### src/rtl/color_match_filter.sv
// Two-stage RGB pixel classifier with per-line run filtering and a per-frame accepted-pixel counter.
// Optional release hysteresis on the filtered flag is built when COLOR_MATCH_HOLD_EN is defined.
module color_match_filter #(
  parameter int DW      = 10,
  parameter int RUN_LEN = 4,
  parameter int CNT_W   = 20
) (
  input  logic             clk,
  input  logic             rst_n,
  input  logic             in_valid,
  input  logic             in_sol,
  input  logic             in_sof,
  input  logic [DW-1:0]    red_in,
  input  logic [DW-1:0]    green_in,
  input  logic [DW-1:0]    blue_in,
  input  logic             mode,
  input  logic [DW-1:0]    red_thr,
  input  logic [DW-1:0]    blue_thr,
  input  logic [DW-1:0]    margin,
  output logic             out_valid,
  output logic             match_raw,
  output logic             match_filt,
  output logic [CNT_W-1:0] frame_count,
  output logic             count_valid
);

  localparam logic [7:0]       RUN_MAX = 8'(RUN_LEN);
  localparam logic [CNT_W-1:0] CNT_ONE = CNT_W'(1);

  // Stage 1: raw compare and line/frame markers
  logic          s1_valid_q, s1_valid_d;
  logic          s1_raw_q, s1_raw_d;
  logic          s1_sol_q, s1_sol_d;
  logic          s1_sof_q, s1_sof_d;
  logic [DW:0]   g_ext, sum_r, sum_b;
  logic          raw_now;

  // Stage 2: run filter, accumulator and outputs
  logic [7:0]       run_q, run_d, run_base, run_new;
  logic             filt_new;
  logic [CNT_W-1:0] acc_q, acc_d;
  logic [CNT_W-1:0] frame_count_q, frame_count_d;
  logic             out_valid_q, out_valid_d;
  logic             match_raw_q, match_raw_d;
  logic             match_filt_q, match_filt_d;
  logic             count_valid_q, count_valid_d;
`ifdef COLOR_MATCH_HOLD_EN
  logic [7:0]       hold_q, hold_d, hold_base, hold_new;
`endif

  always_comb begin
    // Sums are one bit wider so a carry out makes the dominance test fail
    g_ext   = {1'b0, green_in};
    sum_r   = {1'b0, red_in} + {1'b0, margin};
    sum_b   = {1'b0, blue_in} + {1'b0, margin};
    if (mode) begin
      raw_now = (g_ext > sum_r) && (g_ext > sum_b);
    end else begin
      raw_now = (red_in > red_thr) && (blue_in < blue_thr);
    end
    s1_valid_d = in_valid;
    s1_raw_d   = s1_raw_q;
    s1_sol_d   = s1_sol_q;
    s1_sof_d   = s1_sof_q;
    if (in_valid) begin
      s1_raw_d = raw_now;
      s1_sol_d = in_sol | in_sof;
      s1_sof_d = in_sof;
    end
  end

  always_comb begin
    run_base = s1_sol_q ? 8'd0 : run_q;
    run_new  = 8'd0;
    filt_new = 1'b0;
    if (s1_raw_q) begin
      run_new  = (run_base >= RUN_MAX) ? RUN_MAX : run_base + 8'd1;
      filt_new = (run_new >= RUN_MAX);
    end
`ifdef COLOR_MATCH_HOLD_EN
    hold_base = s1_sol_q ? 8'd0 : hold_q;
    hold_new  = 8'd0;
    if (filt_new) begin
      hold_new = RUN_MAX - 8'd1;
    end else if (!s1_raw_q && (hold_base != 8'd0)) begin
      // Held pixel: flag stays up and the run stays saturated
      filt_new = 1'b1;
      hold_new = hold_base - 8'd1;
      run_new  = run_base;
    end
`endif
  end

  always_comb begin
    out_valid_d   = s1_valid_q;
    match_raw_d   = match_raw_q;
    match_filt_d  = match_filt_q;
    count_valid_d = 1'b0;
    frame_count_d = frame_count_q;
    acc_d         = acc_q;
    run_d         = run_q;
`ifdef COLOR_MATCH_HOLD_EN
    hold_d        = hold_q;
`endif
    if (s1_valid_q) begin
      run_d        = run_new;
`ifdef COLOR_MATCH_HOLD_EN
      hold_d       = hold_new;
`endif
      match_raw_d  = s1_raw_q;
      match_filt_d = filt_new;
      if (s1_sof_q) begin
        // Publish the finished frame, then restart with this pixel's result
        frame_count_d = acc_q;
        count_valid_d = 1'b1;
        acc_d         = {{(CNT_W-1){1'b0}}, filt_new};
      end else if (filt_new && (acc_q != {CNT_W{1'b1}})) begin
        acc_d = acc_q + CNT_ONE;
      end
    end
  end

  always_ff @(posedge clk or negedge rst_n) begin
    if (!rst_n) begin
      s1_valid_q    <= 1'b0;
      s1_raw_q      <= 1'b0;
      s1_sol_q      <= 1'b0;
      s1_sof_q      <= 1'b0;
      run_q         <= 8'd0;
      acc_q         <= '0;
      frame_count_q <= '0;
      out_valid_q   <= 1'b0;
      match_raw_q   <= 1'b0;
      match_filt_q  <= 1'b0;
      count_valid_q <= 1'b0;
`ifdef COLOR_MATCH_HOLD_EN
      hold_q        <= 8'd0;
`endif
    end else begin
      s1_valid_q    <= s1_valid_d;
      s1_raw_q      <= s1_raw_d;
      s1_sol_q      <= s1_sol_d;
      s1_sof_q      <= s1_sof_d;
      run_q         <= run_d;
      acc_q         <= acc_d;
      frame_count_q <= frame_count_d;
      out_valid_q   <= out_valid_d;
      match_raw_q   <= match_raw_d;
      match_filt_q  <= match_filt_d;
      count_valid_q <= count_valid_d;
`ifdef COLOR_MATCH_HOLD_EN
      hold_q        <= hold_d;
`endif
    end
  end

  assign out_valid   = out_valid_q;
  assign match_raw   = match_raw_q;
  assign match_filt  = match_filt_q;
  assign frame_count = frame_count_q;
  assign count_valid = count_valid_q;

endmodule

### config.mk
export PLATFORM = sky130hd
export DESIGN_NAME = color_match_filter
export DESIGN_NICKNAME = d
export VERILOG_FILES = /design/src/rtl/color_match_filter.sv
export SDC_FILE = /design/constraint.sdc
export NUM_CORES = 1
export LEC_CHECK = 0
export CORE_MARGIN = 2
export CORE_UTILIZATION = 33
export CTS_CLUSTER_SIZE = 16
export DETAILED_ROUTE_END_ITERATION = 10
export GPL_TIMING_DRIVEN = 1
export HOLD_SLACK_MARGIN = 0.06
export PLACE_DENSITY_LB_ADDON = 0.1
export SETUP_SLACK_MARGIN = 0.2
export SLEW_MARGIN = 0
export SYNTH_ARGS = -nofsm -noshare
export SYNTH_HDL_FRONTEND = slang
export SYNTH_SLANG_ARGS = --single-unit
### constraint.sdc
create_clock -name clk -period 3.3 [get_ports clk]
set_input_delay 0.66 -clock clk [delete_from_list [all_inputs] [get_ports clk]]
set_output_delay 0.66 -clock clk [all_outputs]
set_load 0.02 [all_outputs]
==> results of run 1 <==
-- state kept, by name, summed over array words and instances (netlist names) --
signal and cells:
s1_sof_q 1, frame_count 20, match_filt 1, out_valid_d 1, run_q 8, s1_sol_q 1
match_raw 1, acc_q 20, s1_raw_q 1, count_valid 1, out_valid 1
-- metal layers --
layer | up-vias | track usage [%] | share of wire [%]
li1 | 1915 | - | -
met1 | 1689 | 18.9 | 43
met2 | 78 | 28.9 | 51
met3 | 18 | 1.56 | 3.1
met4 | 0 | 5.87 | 2.6
met5 | - | 0 | 0
-- cells by family after synthesis --
logic type | Yosys count | synth area share (%)
AO/OA/AOI/OAI | 86 | 14.4
XOR/XNOR | 33 | 6.92
adder cells (fa/ha/maj) | 63 | 19.2
buffers and inverters | 46 | 4.41
flip-flops | 56 | 33.6
multiplexers | 1 | 0.270
AND/OR/NAND/NOR | 188 | 21.2
-- worst register-to-register path: stages, from the launching register on --
cell and delay (ps):
dfrtp_1 500, nand2b_1 140, inv_1 40, ha_1 200, nor3_1 400, a221oi_4 130, a21oi_1 410, nor3b_1 120
xnor2_1 160, nor2_1 60
-- where the power goes --
group	switching (uW)	internal [uW]
clock	231	303
combinational	309	326
sequential	16.5	700
-- path summary, 6_finish.rpt --
check / slack (ps) / to / cells after the start / start
setup reg to reg: 1030 / acc_q[12]$_DFFE_PN0P_ / 9 / s1_sol_q$_DFFE_PN0P_
min in group asynchronous: 550 / count_valid$_DFF_PN0_ / 1 / rst_n
max in group asynchronous: 2020 / match_raw$_DFFE_PN0P_ / 2 / rst_n
setup / recovery: 300 / s1_raw_q$_DFFE_PN0P_ / 13 / red_in[1]
hold / removal: 470 / frame_count[13]$_DFFE_PN0P_ / 2 / frame_count[13]$_DFFE_PN0P_
hold reg to reg: 470 / frame_count[13]$_DFFE_PN0P_ / 2 / frame_count[13]$_DFFE_PN0P_
-- area by class of cell --
cell class	instances	area share [%]
Timing Repair Buffer	128	19.7
Sequential cell	56	23.8
Inverter	37	2.36
Tap cell	172	3.66
Multi-Input combinational cell	371	47.9
Clock buffer	8	2.49
-- cells in the final DEF, fill, tap and decap left out, types with 11 or more instances in the layout --
master	n
nand3_1	11
clkdlybuf4s50_1	72
dfrtp_1	56
inv_1	37
buf_4	38
ha_1	50
xnor2_1	18
a21oi_1	19
o21ai_0	12
xor2_1	14
nor2_1	32
nand4_1	11
nand2_1	82
-- what timing repair did --
action	4_1_cts	5_1_grt
gates resized for setup	38	39
setup buffers	4	3
gates cloned	0	0
pin swaps	20	28
endpoints found under the setup margin	1	1
-- stage by stage --
stage               setup WS (ps)  power [uW]  utilization [%]
detailed placement           -429        1300             43.9
floorplan                     233        1040                -
global placement             -396        1290             43.9
CTS                           208        1850             45.8
finish                        296        1890             47.1
global route                  167        2010             47.1
==> metrics.md, run 1 <==
| Metric | Value |
|---|---|
| Cell with the most instances after synthesis | nand2_1 |
| Reg clk slew, reported paths | approximately 70 ps |
| Placed Area | approximately 5500 um2 |
| PwrDens | ~320 nW/um2 |
| Worst setup EP type | flop |
| Cells after synthesis | 473 |
| CP Cell Sequence | dlygate4sd2_1 -> ha_1 -> a21oi_2 -> o21a_1 -> o21ai_1 -> a31o_2 -> a21oi_2 -> xor2_1 -> ha_1 -> o2111ai_2 -> a31oi_1 -> o31ai_1 -> o311ai_2 |
| Wire length per cell | approximately 13 um |
| CTS tree | yes |
| Clock skew | between 5 and 6 ps |
| Worst stage delay on the critical path | between 300 and 400 ps |
| Layout filler cell count | approximately 1200 |
| Gr ovfl total | 0 |
| Leak | 0.00273 uW |
| FF/Latch Area | about 1400 um2 |
| Initial Utilization | 33.5% |
| Final hold viol count | 0 |
| Gpl congestion | 0.847 |
| Final setup violation count | 0 |
| Via Count | between 3000 and 4000 |
| Antenna Violating Nets Remaining | 0 |
| Die area | roughly 14000 um2 |
| DR pass1 iterations | 4 |
| Fraction of layout cells with a size suffix above 1 | 15.7% |
| Unrepaired setup endpoints after global routing | no |
| Max-cap check violation count | 0 |
| Initial antenna violation count | 0 |
| Sink Count | 56 |
| CP bufs+invs | 1 |
| Tightest Pin Transition | between 1000 and 1500 ps |
| Post-synth EDFFs | 0 |
| WS Path Type | in -> reg |
| Sum Neg Setup Slack | 0 ps |
| Hold WS | around 470 ps |
| Nets | between 700 and 800 |
| Leading area contributor after synthesis | dfrtp_1 |
| Sequential fraction of the synthesis area | 33.6% |
| Tcrit/Tclk final | 91.0% |
| Die height | ~120 um |
| Area of the multi-input gates | about 2800 um2 |
| H-tree depth | 2 |
| Final Slew Violations | 0 |
| Yosys warning count | 0 |
| Yosys reg bits | 56 |
| Net Count, Synth | about 600 |
| Main synth FF type | dfrtp_1 |
| Slew headroom | roughly 30% |
| Avg Inst Size Synth | a little under 9 um2 |
| Antenna cells | 0 |
| Minimum clock period | 3000 ps |
| Total GRT Usage | roughly 16% |
| Max Fclk | 333 MHz |
| Vias in the first global route | about 3700 |
| IO Port Bufs | 89 |
| Status | finished, final reports clean |
| Clock Latency Late Sink | roughly 290 ps |
| Yosys top cell area share | between 30% and 40% |
| Async set-reset flop share out of synthesis | 100% |
| 1st-iter DRT viols | 136 |
| Via density | 4.79 |
| Core area | ~12000 um2 |
| Post-Route WL | ~10000 um |
| Site row count | 41 |
| Mapped Area | roughly 4200 um2 |
| Worst Path Max Fanout | 3 |
| IO Pins | 90 |
| Synth unique cells | between 50 and 60 |
| Root buffer cell | clkbuf_16 |
| Final Cell Area | between 5000 and 6000 um2 |
| Post-CTS Hold Buffers | 0 |
| Synth-to-layout area growth | 40.8% |
| Top cells by count, synth | nand2_1, ha_1, dfrtp_1, inv_1, nor2_1 |
| CP top delay family | compound AO/OA/AOI/OAI gates |
| Arrival time worst endpoint | between 3000 and 4000 ps |
| CP startpoint kind | input port |
| First-pass GRT wire length | ~17000 um |
| Finished Layout Cells | between 700 and 800 |
| Critical path's slowest cell | ha_1 |
| Num CTS Buffers | 5 |
| Critical Path RT | 3460 ps |
| Hold Crit Class | reg -> reg |
| Detail Placement HPWL | about 8300 um |
| Synth area leaders | dfrtp_1, ha_1, nand2_1 |
| Placed insts | approximately 760 |
| Post-route DRC | 0 |
| Maximum VDD drop | between 0.15 and 0.2 mV |
| Largest net degree at the start of global routing | 49 |
| Width of the die | between 100 and 150 um |
| Clk buf depth | 2 |
(Power assumes the default switching activity.)
==> run 2, diff against run 1 <==
--- a/config.mk
+++ b/config.mk
@@ -5,13 +5,15 @@
 export SDC_FILE = /design/constraint.sdc
 export NUM_CORES = 1
 export LEC_CHECK = 0
+export CAP_MARGIN = 40
+export CORE_ASPECT_RATIO = 1.75
 export CORE_MARGIN = 2
 export CORE_UTILIZATION = 33
 export CTS_CLUSTER_SIZE = 16
 export DETAILED_ROUTE_END_ITERATION = 10
 export GPL_TIMING_DRIVEN = 1
 export HOLD_SLACK_MARGIN = 0.06
-export PLACE_DENSITY_LB_ADDON = 0.1
+export PLACE_DENSITY_LB_ADDON = 0.25
 export SETUP_SLACK_MARGIN = 0.2
 export SLEW_MARGIN = 0
 export SYNTH_ARGS = -nofsm -noshare
==> run 2 against run 1 <==
Die area rose by 0.27%. Non-clock buffer count rose by 8. Highest routed layer unchanged. Combinational power rose by 4.4%. Sequential cell count unchanged. Sequential power about the same. Cell area up 1.3%. Setup slack got worse by 54 ps. Via count is 3.7% higher.
==> metrics.md, run 2 (synthesis results as in run 1) <==
| Metric | Value |
|---|---|
| Status | finished, final reports clean |
| Reg clk slew, reported paths | about 70 ps |
| Max Fclk | ~330 MHz |
| CP startpoint kind | input port |
| IO Port Bufs | a little under 90 |
| Clock Latency Late Sink | 300 ps |
| Internal | about 1300 uW |
| Placed Area | 5520 um2 |
| Largest net degree at the start of global routing | 38 |
| Gpl congestion | between 0.8 and 0.9 |
| Maximum VDD drop | approximately 0.17 mV |
| Arrival time worst endpoint | about 3300 ps |
| IO Pins | 90 |
| Post-CTS Hold Buffers | 0 |
| DR pass1 iterations | 4 |
| Initial antenna violation count | 0 |
| Max-cap check violation count | 0 |
| Sink Count | between 50 and 60 |
| Final setup violation count | 0 |
| Via density | around 4.9 |
| Root buffer cell | clkbuf_16 |
| CP Cell Sequence | buf_2 -> buf_6 -> ha_4 -> a21o_1 -> nand2_4 -> a21oi_4 -> o41a_1 -> buf_4 -> o211a_1 -> ha_2 -> o21ai_0 -> nor2_1 -> o2111ai_1 -> o311ai_1 |
| FF/Latch Area | around 1400 um2 |
| Final Slew Violations | 0 |
| Worst Path Max Fanout | 2 |
| Layout filler cell count | 1250 |
| Unrepaired setup endpoints after global routing | yes |
| Fraction of layout cells with a size suffix above 1 | between 15 and 20% |
| Vias in the first global route | roughly 4000 |
| Width of the die | between 80 and 90 um |
| Final Cell Area | 5950 um2 |
| Clock share of power | 28.1% |
| Clk buf depth | 2 |
| Slew headroom | 52.1% |
| Detail Placement HPWL | just over 9000 um |
| CTS tree | yes |
| Setup WS post-layout | 242 ps |
| Final hold viol count | 0 |
| Via Count | 3836 |
| WS Path Type | in -> reg |
| Commonest non-fill, non-tap cells in the layout | nand2_1, clkdlybuf4s50_1, dfrtp_1, ha_1, buf_4 |
| First-pass GRT wire length | about 18000 um |
| Pre-CTS setup slack | -540 ps |
| Num CTS Buffers | 5 |
| Die height | roughly 150 um |
| Hold Crit Class | in -> async |
| Total GRT Usage | about 17% |
| Synth-to-layout area growth | 42.6% |
| Clock skew | about 4.7 ps |
| Antenna cells | 0 |
| PwrDens | about 320 nW/um2 |
| Site row count | 54 |
| Die area | 13600 um2 |
| Antenna Violating Nets Remaining | 0 |
| Initial Utilization | between 30% and 40% |
| Tcrit/Tclk final | 92.7% |
| Worst stage delay on the critical path | slightly below 400 ps |
| CP top delay family | compound AO/OA/AOI/OAI gates |
| Worst setup EP type | flop |
| Tightest Pin Transition | 700 ps |
| Sw Pwr | between 500 and 600 uW |
| Part of the power in combinational logic | about a third |
| Post-Route WL | approximately 11000 um |
| Power after layout | roughly 1900 uW |
| Leak | around 0.0028 uW |
| Power share of the sequential group | ~37% |
| Nets | between 700 and 800 |
| 1st-iter DRT viols | between 100 and 150 |
| Area of the multi-input gates | around 2800 um2 |
| Minimum clock period | between 3000 and 4000 ps |
| H-tree depth | 2 |
| Post-route DRC | 0 |
| Critical Path RT | about 3500 ps |
| Wire length per cell | around 15 um |
| Core area | about 12000 um2 |
| Commonest non-fill, non-tap cell in the layout | nand2_1 |
| Sw Ratio | about 30% |
| Gr ovfl total | 0 |
| Critical path's slowest cell | o41a_1 |
| CP bufs+invs | 3 |
[run 2: cell types whose count changed in the layout (fill, tap and decap cells not counted), moves of 2 or more]
cell      before  now
clkbuf_2       5    3
buf_4         38   43
ha_2           1    3
buf_6          2    4
[run 2: per-layer routing]
layer	part of all wire, %	vias up	GRT usage (%)
li1	-	1917	-
met1	34	1805	16.6
met2	59	86	34.2
met3	2.4	28	1.57
met4	4.1	0	7.11
met5	0	-	0
[run 2: final cells by class]
class | instances | share of cell area (%)
inverters | 37 | 2.33
repair buffers | 136 | 20.9
flip-flops and latches | 56 | 23.5
clock inverters | 1 | 0.126
well taps | 168 | 3.53
multi-input cells | 371 | 47.2
clock buffers | 7 | 2.40
[run 2: timing repair]
item	4_1_cts	5_1_grt
buffers inserted	6	4
pin swaps	27	25
setup endpoints to repair	1	1
hold endpoints to repair	0	0
gates resized for setup	59	26
[run 2: through the flow]
stage | setup TNS [ps] | utilization, % | hold WS [ps] | std cells
after detailed placement | -540 | 44.4 | 461 | 758
after global placement | -383 | 44.2 | 458 | 757
after CTS | 0 | 47.0 | 229 | 772
after global routing | 0 | 47.9 | 232 | 776
after floorplan | 0 | - | 364 | 473
final | 0 | 47.9 | 220 | 776
[run 2: final timing paths]
path | start | cells past startpoint | end | slack, ps
max | blue_in[1] | 14 | s1_raw_q$_DFFE_PN0P_ | 240
min reg2reg | frame_count[11]$_DFFE_PN0P_ | 2 | frame_count[11]$_DFFE_PN0P_ | 470
max reg2reg | s1_sol_q$_DFFE_PN0P_ | 9 | acc_q[18]$_DFFE_PN0P_ | 970
max in group asynchronous | rst_n | 3 | run_q[2]$_DFFE_PN0P_ | 2450
min | rst_n | 1 | frame_count[7]$_DFFE_PN0P_ | 220
min in group clk | frame_count[11]$_DFFE_PN0P_ | 2 | frame_count[11]$_DFFE_PN0P_ | 470
[run 2: power groups by stage]
stage               registers, uW  clock network, uW  logic, uW
finish                        717                540        663
global route                  720                576        738
CTS                           717                553        625
detailed placement            731                  0        580
global placement              730                  0        565
floorplan                     732                  0        307
==> run 3, diff against run 2 <==
--- a/config.mk
+++ b/config.mk
@@ -14,7 +14,9 @@
 export GPL_TIMING_DRIVEN = 1
 export HOLD_SLACK_MARGIN = 0.06
 export PLACE_DENSITY_LB_ADDON = 0.25
+export RECOVER_POWER = 50
 export SETUP_SLACK_MARGIN = 0.2
+export SKIP_LAST_GASP = 1
 export SLEW_MARGIN = 0
 export SYNTH_ARGS = -nofsm -noshare
 export SYNTH_HDL_FRONTEND = slang
==> run 3 against run 2 <==
The run now ends with capacitance limit, slew limit left. Clock power about the same. Sequential cell count unchanged. Sequential share of layout area increased by 0.14 points. Non-clock buffer count unchanged. Cell area decreased by 0.59%. Critical path depth unchanged. Via count increased by 0.23%. Combinational power decreased by 0.8%. Cell count unchanged. Critical endpoint unchanged. Largest cell class unchanged. Power decreased by 0.38%. Clock-buffer cell count unchanged. Routed wire length about the same.
==> metrics.md, run 3 (synthesis results as in run 1) <==
| Metric | Value |
|---|---|
| Maximum VDD drop | approximately 0.17 mV |
| Fraction of layout cells with a size suffix above 1 | roughly 16% |
| 1st-iter DRT viols | 120 |
| IO Pins | 90 |
| Final hold viol count | 0 |
| CTS tree | yes |
| Wire length per cell | between 10 and 15 um |
| Layout filler cell count | 1259 |
| Detail Placement HPWL | slightly above 9000 um |
| Worst Path Max Fanout | 2 |
| Reg clk slew, reported paths | 70 ps |
| Fin util | between 40% and 50% |
| DR pass1 iterations | 4 |
| Status | finished with violations |
| Width of the die | 89.0 um |
| Clock Latency Late Sink | about 300 ps |
| Final Slew Violations | 32 |
| Post-CTS Hold Buffers | 0 |
| Max-cap check violation count | 1 |
| Clk buf depth | 2 |
| CP startpoint kind | input port |
| Initial Utilization | between 30% and 40% |
| Commonest non-fill, non-tap cells in the layout | nand2_1, clkdlybuf4s50_1, dfrtp_1, ha_1, buf_4 |
| Num CTS Buffers | 5 |
| Minimum clock period | 3060 ps |
| Sink Count | 56 |
| Site row count | 54 |
| PwrDens | ~320 nW/um2 |
| Finished Layout Cells | about 780 |
| Post-route DRC | 0 |
| Gpl congestion | between 0.8 and 0.9 |
| Core area | 12400 um2 |
| First-pass GRT wire length | 18200 um |
| Via density | ~5.0 |
| H-tree depth | 2 |
| Unrepaired setup endpoints after global routing | yes |
| Final setup violation count | 0 |
| Max Fclk | 327 MHz |
| Antenna Violating Nets Remaining | 0 |
| Commonest non-fill, non-tap cell in the layout | nand2_1 |
| WS Path Type | in -> reg |
| Hold Crit Class | in -> async |
| Vias in the first global route | between 3000 and 4000 |
| Leak | approximately 0.0027 uW |
| Failing checks | capacitance limit, slew limit |
| Critical Path RT | ~3500 ps |
| Tcrit/Tclk final | around 93% |
| Hold WS | around 310 ps |
| Largest net degree at the start of global routing | 38 |
| Root buffer cell | clkbuf_16 |
| Placed insts | 758 |
| Clock skew | a little over 5 ps |
| IO Port Bufs | 89 |
| Via Count | slightly below 4000 |
| Arrival time worst endpoint | roughly 3300 ps |
| Gr ovfl total | 0 |
| Total GRT Usage | ~17% |
| Post-Route WL | approximately 11000 um |
| Nets | approximately 740 |
| Antenna cells | 0 |
| Tightest Pin Transition | roughly 1600 ps |
| Die height | about 150 um |
| Initial antenna violation count | 0 |
| Slew headroom | -8.03% |
| Synth-to-layout area growth | 41.7% |
| Worst setup EP type | flop |
| Die area | between 10000 and 15000 um2 |
[run 3: worst max-delay path: stages]
cell and delay [ps]:
buf_2 130, buf_6 120, ha_4 220, a21o_1 220, nand2_4 90, a21oi_4 80
o41a_1 390, buf_4 170, o211a_1 230, ha_2 330, o21ai_0 90, nor2_1 100
o2111ai_1 100, o311ai_1 300
[run 3: metal layers]
metal | up-vias | global-route usage [%] | wire, um
met2 | 90 | 34.2 | 6730
li1 | 1916 | - | -
met1 | 1809 | 16.6 | 3890
met4 | 0 | 7.11 | 471
met3 | 30 | 1.57 | 277
met5 | - | 0 | 0
[run 3: worst paths after layout]
check	start	endpoint	slack (ps)	cells past startpoint
max reg2reg	out_valid_d$_DFF_PN0_	acc_q[10]$_DFFE_PN0P_	820	7
min in group clk	frame_count[11]$_DFFE_PN0P_	frame_count[11]$_DFFE_PN0P_	470	2
min reg2reg	frame_count[11]$_DFFE_PN0P_	frame_count[11]$_DFFE_PN0P_	470	2
max in group asynchronous	rst_n	acc_q[11]$_DFFE_PN0P_	920	3
max	blue_in[1]	s1_raw_q$_DFFE_PN0P_	240	14
min	rst_n	frame_count[7]$_DFFE_PN0P_	310	1
[run 3: timing repair]
| action | 4_1_cts | 5_1_grt |
|---|---|---|
| buffers inserted | 6 | 4 |
| cloned | 0 | 0 |
| pin swaps | 27 | 25 |
| setup endpoints to repair | 1 | 1 |
| gates resized for setup | 59 | 26 |
[run 3: stage by stage]
| stage | setup WS [ps] | area (um2) | TNS [ps] | total power, uW |
|---|---|---|---|---|
| floorplan | 233 | 4180 | 0 | 1040 |
| global placement | -383 | 5500 | -383 | 1300 |
| detailed placement | -540 | 5520 | -540 | 1310 |
| CTS | 169 | 5840 | 0 | 1900 |
| global route | 157 | 5920 | 0 | 2030 |
| finish | 240 | 5920 | 0 | 1910 |
[run 3: final cells by class]
type	instances	area [um2]	share of cell area (%)
flip-flops and latches	56	1400	23.7
inverters	37	139	2.35
well taps	168	210	3.55
clock buffers	7	143	2.41
repair buffers	136	1210	20.5
clock inverters	1	7.51	0.127
multi-input cells	371	2810	47.4
[run 3: report_power, final]
| part | leakage [uW] | switching, uW | internal, uW | total (uW) |
|---|---|---|---|---|
| clock | 0.0000701 | 236 | 303 | 539 |
| sequential | 0.000767 | 16.8 | 700 | 717 |
| combinational | 0.00191 | 325 | 333 | 658 |
| total | 0.00275 | 578 | 1340 | 1910 |
